<file path="src/rtl/controller_pkg.sv">
// Shared state encoding for the memory-game controller; datapath benches decode `state` with it.
package controller_pkg;

    localparam int unsigned STATE_W = 3;

    localparam logic [STATE_W-1:0] S_INIT       = 3'd0;
    localparam logic [STATE_W-1:0] S_SETUP      = 3'd1;
    localparam logic [STATE_W-1:0] S_PLAY_FPGA  = 3'd2;
    localparam logic [STATE_W-1:0] S_PLAY_USER  = 3'd3;
    localparam logic [STATE_W-1:0] S_CHECK      = 3'd4;
    localparam logic [STATE_W-1:0] S_NEXT_ROUND = 3'd5;
    localparam logic [STATE_W-1:0] S_RESULT     = 3'd6;

    typedef enum logic [STATE_W-1:0] {
        StInit      = S_INIT,
        StSetup     = S_SETUP,
        StPlayFpga  = S_PLAY_FPGA,
        StPlayUser  = S_PLAY_USER,
        StCheck     = S_CHECK,
        StNextRound = S_NEXT_ROUND,
        StResult    = S_RESULT
    } state_e;

endpackage

</file>
<file path="src/rtl/controller_key_edge.sv">
// Two-flop synchroniser plus history flop; emits one-cycle pulse when the key is pressed.
module key_edge #(
    parameter bit ActiveLow = 1'b1
) (
    input  logic clk_i,
    input  logic rst_i,
    input  logic key_i,
    output logic pulse_o
);

    localparam logic Released = ActiveLow;

    logic sync1_q, sync2_q, hist_q;

    always_ff @(posedge clk_i) begin
        if (rst_i) begin
            sync1_q <= Released;
            sync2_q <= Released;
            hist_q  <= Released;
        end else begin
            sync1_q <= key_i;
            sync2_q <= sync1_q;
            hist_q  <= sync2_q;
        end
    end

    // Press is a transition from the released level to the pressed level.
    always_comb begin
        if (ActiveLow) pulse_o = hist_q & ~sync2_q;
        else           pulse_o = ~hist_q & sync2_q;
    end

endmodule

</file>
<file path="src/rtl/controller.sv">
// Game-flow FSM for the memory game: sequences FPGA-show / user-repeat rounds and strobes datapath.
module controller
    import controller_pkg::*;
#(
    parameter int unsigned p_key = 4
) (
    input  logic               CLOCK_50,
    input  logic               R,
    input  logic [p_key-1:0]   KEY,
    input  logic               end_FPGA,
    input  logic               end_User,
    input  logic               end_time,
    input  logic               win,
    input  logic               match,
    output logic               R1,
    output logic               R2,
    output logic               E1,
    output logic               E2,
    output logic               E3,
    output logic               E4,
    output logic               SEL,
    output logic [STATE_W-1:0] state
);

    logic   enter_pulse;
    logic   unused_key;
    state_e state_q, state_d;

    // Only KEY[0] is consumed; the rest are tied off here.
    assign unused_key = ^KEY;

    key_edge #(
        .ActiveLow(1'b1)
    ) u_enter (
        .clk_i  (CLOCK_50),
        .rst_i  (R),
        .key_i  (KEY[0]),
        .pulse_o(enter_pulse)
    );

    always_ff @(posedge CLOCK_50) begin
        if (R) state_q <= StInit;
        else   state_q <= state_d;
    end

    always_comb begin
        state_d = state_q;
        R1      = 1'b0;
        R2      = 1'b0;
        E1      = 1'b0;
        E2      = 1'b0;
        E3      = 1'b0;
        E4      = 1'b0;
        SEL     = 1'b0;
        case (state_q)
            StInit: begin
                R1      = 1'b1;
                R2      = 1'b1;
                state_d = StSetup;
            end
            StSetup: begin
                if (enter_pulse) state_d = StPlayFpga;
            end
            StPlayFpga: begin
                E3 = 1'b1;
                R2 = 1'b1;
                if (end_FPGA) state_d = StPlayUser;
            end
            StPlayUser: begin
                E2 = 1'b1;
                E4 = enter_pulse;
                // end_User has priority over a simultaneous timeout.
                if (end_User)      state_d = StCheck;
                else if (end_time) state_d = StResult;
            end
            StCheck: begin
                if (match && !win) state_d = StNextRound;
                else               state_d = StResult;
            end
            StNextRound: begin
                E1      = 1'b1;
                R2      = 1'b1;
                state_d = StPlayFpga;
            end
            StResult: begin
                SEL = 1'b1;
                if (enter_pulse) state_d = StInit;
            end
            default: state_d = StInit;
        endcase
    end

    assign state = state_q;

endmodule
</file>
<file path="config.mk">
export PLATFORM = sky130hd
export DESIGN_NAME = controller
export DESIGN_NICKNAME = d
export VERILOG_FILES = /design/src/rtl/controller_pkg.sv /design/src/rtl/controller_key_edge.sv /design/src/rtl/controller.sv
export SDC_FILE = /design/constraint.sdc
export NUM_CORES = 1
export LEC_CHECK = 0
export CORE_AREA = 2 2 39 41
export DETAILED_ROUTE_END_ITERATION = 10
export DIE_AREA = 0 0 41 43
export SETUP_SLACK_MARGIN = 0.02
export SYNTH_ARGS = -nofsm -noshare
export SYNTH_HDL_FRONTEND = slang
export SYNTH_HIERARCHICAL = 1
export SYNTH_SLANG_ARGS = --single-unit
export TNS_END_PERCENT = 100
</file>
<file path="constraint.sdc">
create_clock -name CLOCK_50 -period 2.2 [get_ports CLOCK_50]
set_input_delay 0.33 -clock CLOCK_50 [delete_from_list [all_inputs] [get_ports CLOCK_50]]
set_output_delay 0.33 -clock CLOCK_50 [all_outputs]
set_load 0.02 [all_outputs]
</file>
==> results.cfg, run 1 <==
[outcome]
status = finished clean

[grt]
grt_start_max_net_pins = 12
grt.overflow.total = 0
track_usage_pct = 11.2
grt_pass1_vias = 307
antenna_found_initial = 0
grt_pass1_wl_mm = 1.24

[route]
ant_nets = 0
initialDrtViolationCount = 1
drc = 0
vias = 357
dr.pass1.iters = 2
wl_um = 792
post_drt_wl_per_cell_um = 10.2
avgViaCountPerCell = 4.58

[clock_network]
cts_resized = 0
postCtsSetupBuffers = 0
htreeDepth = 1
clkSinkCount = 6
tritoncts = done
cts_root_buf = clkbuf_4
cts_max_path_buffers = 2
insertion_delay_ps = 240
ctsHoldBuffers = 0
cts_buffers = 3
path_clk_slew_ps = 50

[sta]
period_minus_slack_ps = 2000
fin_crit_sh_pct = 90.8
slew_headroom_pct = 79.3
hold_viol = 0
final_max_slew_viol_count = 0
grt_setup_unrepaired = no
setup_viol = 0
tightest_slew_ps = 310
clock.fmax_ghz = 0.500
tns_ps = 0
fin_skew_ps = 2.50

[floorplan]
fp.coreArea_um2 = 1380
initial_utilization_pct = 27.9
die_y_um = 43
pin_count = 21
placementRows = 14
dieWidth_um = 41
die-area_um2 = 1760

[placed_design]
globalplace.congestion = 0.715
dp_hpwl_um = 603
portBuffers = 17

[setup_path]
path_max_fanout = 11
cp_slowest_cell = clkdlybuf4s50_1
startpoint_type = flop
critPathMaxStageDelay_ps = 610
r2r_slack_ps = 960
cp.arrival_ps = 1670
worstSetupPathType = flop to output port
path_cells = and3b_1 -> o21bai_1 -> clkdlybuf4s50_1
reg2reg_depth = 4
crit_start = state[0]
cp.required_ps = 1870
rr_startpoint = state[0]
timing.rr.end = state[1]
crit_path_end_kind = output port
endpoint = R2

[power_and_ir_drop]
leakagePower_uw = 0.000239
p_clk_share_pct = 25.2
combinationalPowerShare_pct = 41.4
p_seq_share_pct = 33.4
p_switching_uw = 127
ir_drop_mv = 0.252
p_int_uw = 269
power.density_nw_per_um2 = 658
netSwitchingFraction_pct = 32.0
total_power_uw = 396

[yosys]
yosysTopAreaCellShare_pct = 31.1
synth_edf_count = 0
synth_cell_types = 28
synth_seq_area_share_pct = 31.1
avgSynthCellArea_um2 = 9.43
syn_area_um2 = 387
ys.flop_type = dfxtp_1
syn_inst = 41
ys_warn_count = 6
synthTopCellsByArea = dfxtp_1 (31%), nor4b_4 (6.1%), buf_6 (5.8%)
async_reset_ff_share_pct = 0
yosysMostFrequentCell = dfxtp_1
synth_nets = 52
synth_seq_cells = 6
ys_top_cells_by_count = dfxtp_1 (6), or2_1 (3)
yosysTopAreaCell = dfxtp_1

[final_layout]
final_nets = 75
regArea_um2 = 120
area_growth_pct = 55.7
multiInputGateArea_um2 = 231
antenna_cells = 0
drive_gt1_share_pct = 21.0
fillers = 149

[min_path]
hp-class = flop to flop

[run]
drv_cap = 0
-- layout make-up --
class | count | area share (%)
clock buffers | 3 | 3.74
inverters | 2 | 1.25
multi-input cells | 30 | 38.5
flip-flops and latches | 6 | 20.0
well taps | 16 | 3.33
repair buffers | 21 | 33.3
-- worst min-delay path by stage --
| stage | startpoint | to | slack, ps | cells after the start |
|---|---|---|---|---|
| after floorplan | u_enter/sync1_q | u_enter/sync2_q | 390 | 1 |
| after global placement | u_enter/sync1_q | u_enter/sync2_q | 400 | 1 |
| after detailed placement | u_enter/sync1_q | u_enter/sync2_q | 410 | 1 |
| after CTS | u_enter/sync1_q | u_enter/sync2_q | 420 | 1 |
| after global routing | u_enter/sync1_q | u_enter/sync2_q | 440 | 1 |
| final | u_enter/sync1_q | u_enter/sync2_q | 420 | 1 |
-- per-stage QoR --
| stage | util, % | std cells | setup WS (ps) | instance area, um2 | hold slack, ps |
|---|---|---|---|---|---|
| floorplan | - | 41 | 653 | 387 | 385 |
| global placement | 41.9 | 75 | 454 | 579 | 396 |
| detailed placement | 41.9 | 75 | 450 | 579 | 406 |
| CTS | 43.5 | 78 | 176 | 602 | 424 |
| global route | 43.5 | 78 | 63.2 | 602 | 441 |
| finish | 43.5 | 78 | 201 | 602 | 416 |
-- state kept, by name, summed over array words and instances (netlist names) --
register and cells:
state 3, u_enter/hist_q 1, u_enter/sync1_q 1, u_enter/sync2_q 1
-- worst max-delay path: cells and delay by family (launching register included) --
kind                   cells  cell delay (ps)
AOI/OAI and AO/OA          1              100
buffers and inverters      1              610
DFF                        1              490
and+or+nand+nor            1              220
-- metal layers --
| metal | up-vias | GRT usage, % | routed length, um |
|---|---|---|---|
| li1 | 187 | - | - |
| met1 | 155 | 12.6 | 369 |
| met2 | 15 | 15.0 | 338 |
| met3 | 0 | 4.71 | 84 |
| met4 | 0 | 10.0 | 0 |
| met5 | - | 0 | 0 |
-- power groups by stage --
stage	clock (uW)	sequential (uW)	combinational [uW]
5_1_grt	116	134	178
3_3_place_gp	0	134	165
2_1_floorplan	0	138	94.3
3_5_place_dp	0	134	165
6_report	99.8	132	164
4_1_cts	108	132	165
-- placed cells by master, fill, tap and decap left out, drive strengths merged --
| cell | Yosys | layout |
|---|---|---|
| nor2b | 2 | 2 |
| buf | 3 | 4 |
| o21bai | 1 | 1 |
| nor3b | 1 | 1 |
| nor3 | 1 | 1 |
| nand2 | 2 | 2 |
| o21a | 1 | 1 |
| nor4b | 2 | 2 |
| a21o | 1 | 1 |
| and3b | 2 | 2 |
| o22ai | 1 | 1 |
| clkdlybuf4s50 | 0 | 17 |
| a211oi | 1 | 1 |
| a21oi | 3 | 3 |
| a21boi | 1 | 1 |
| and2b | 1 | 1 |
| dfxtp | 6 | 6 |
| o31ai | 1 | 1 |
| inv | 2 | 2 |
| or2 | 3 | 3 |
| nand3b | 1 | 1 |
| and2 | 1 | 1 |
| clkbuf | 0 | 3 |
| o21ai | 2 | 2 |
| and3 | 1 | 1 |
| nor2 | 1 | 1 |
-- kinds of logic after synthesis --
kind of cell           Yosys count  synth area share, %
AND/OR/NAND/NOR                 18                 35.9
AO/OA/AOI/OAI                   12                 23.9
flip-flops                       6                 31.1
buffers and inverters            5                 9.06
(Power assumes the default switching activity.)
==> run 2, diff against run 1 <==
Settings changed: ABC_CLOCK_PERIOD_IN_PS set to 2200, TNS_END_PERCENT 100 to 5.
==> results of run 2 <==
No change in the layout: final DEF, timing and power equal those of run 1.
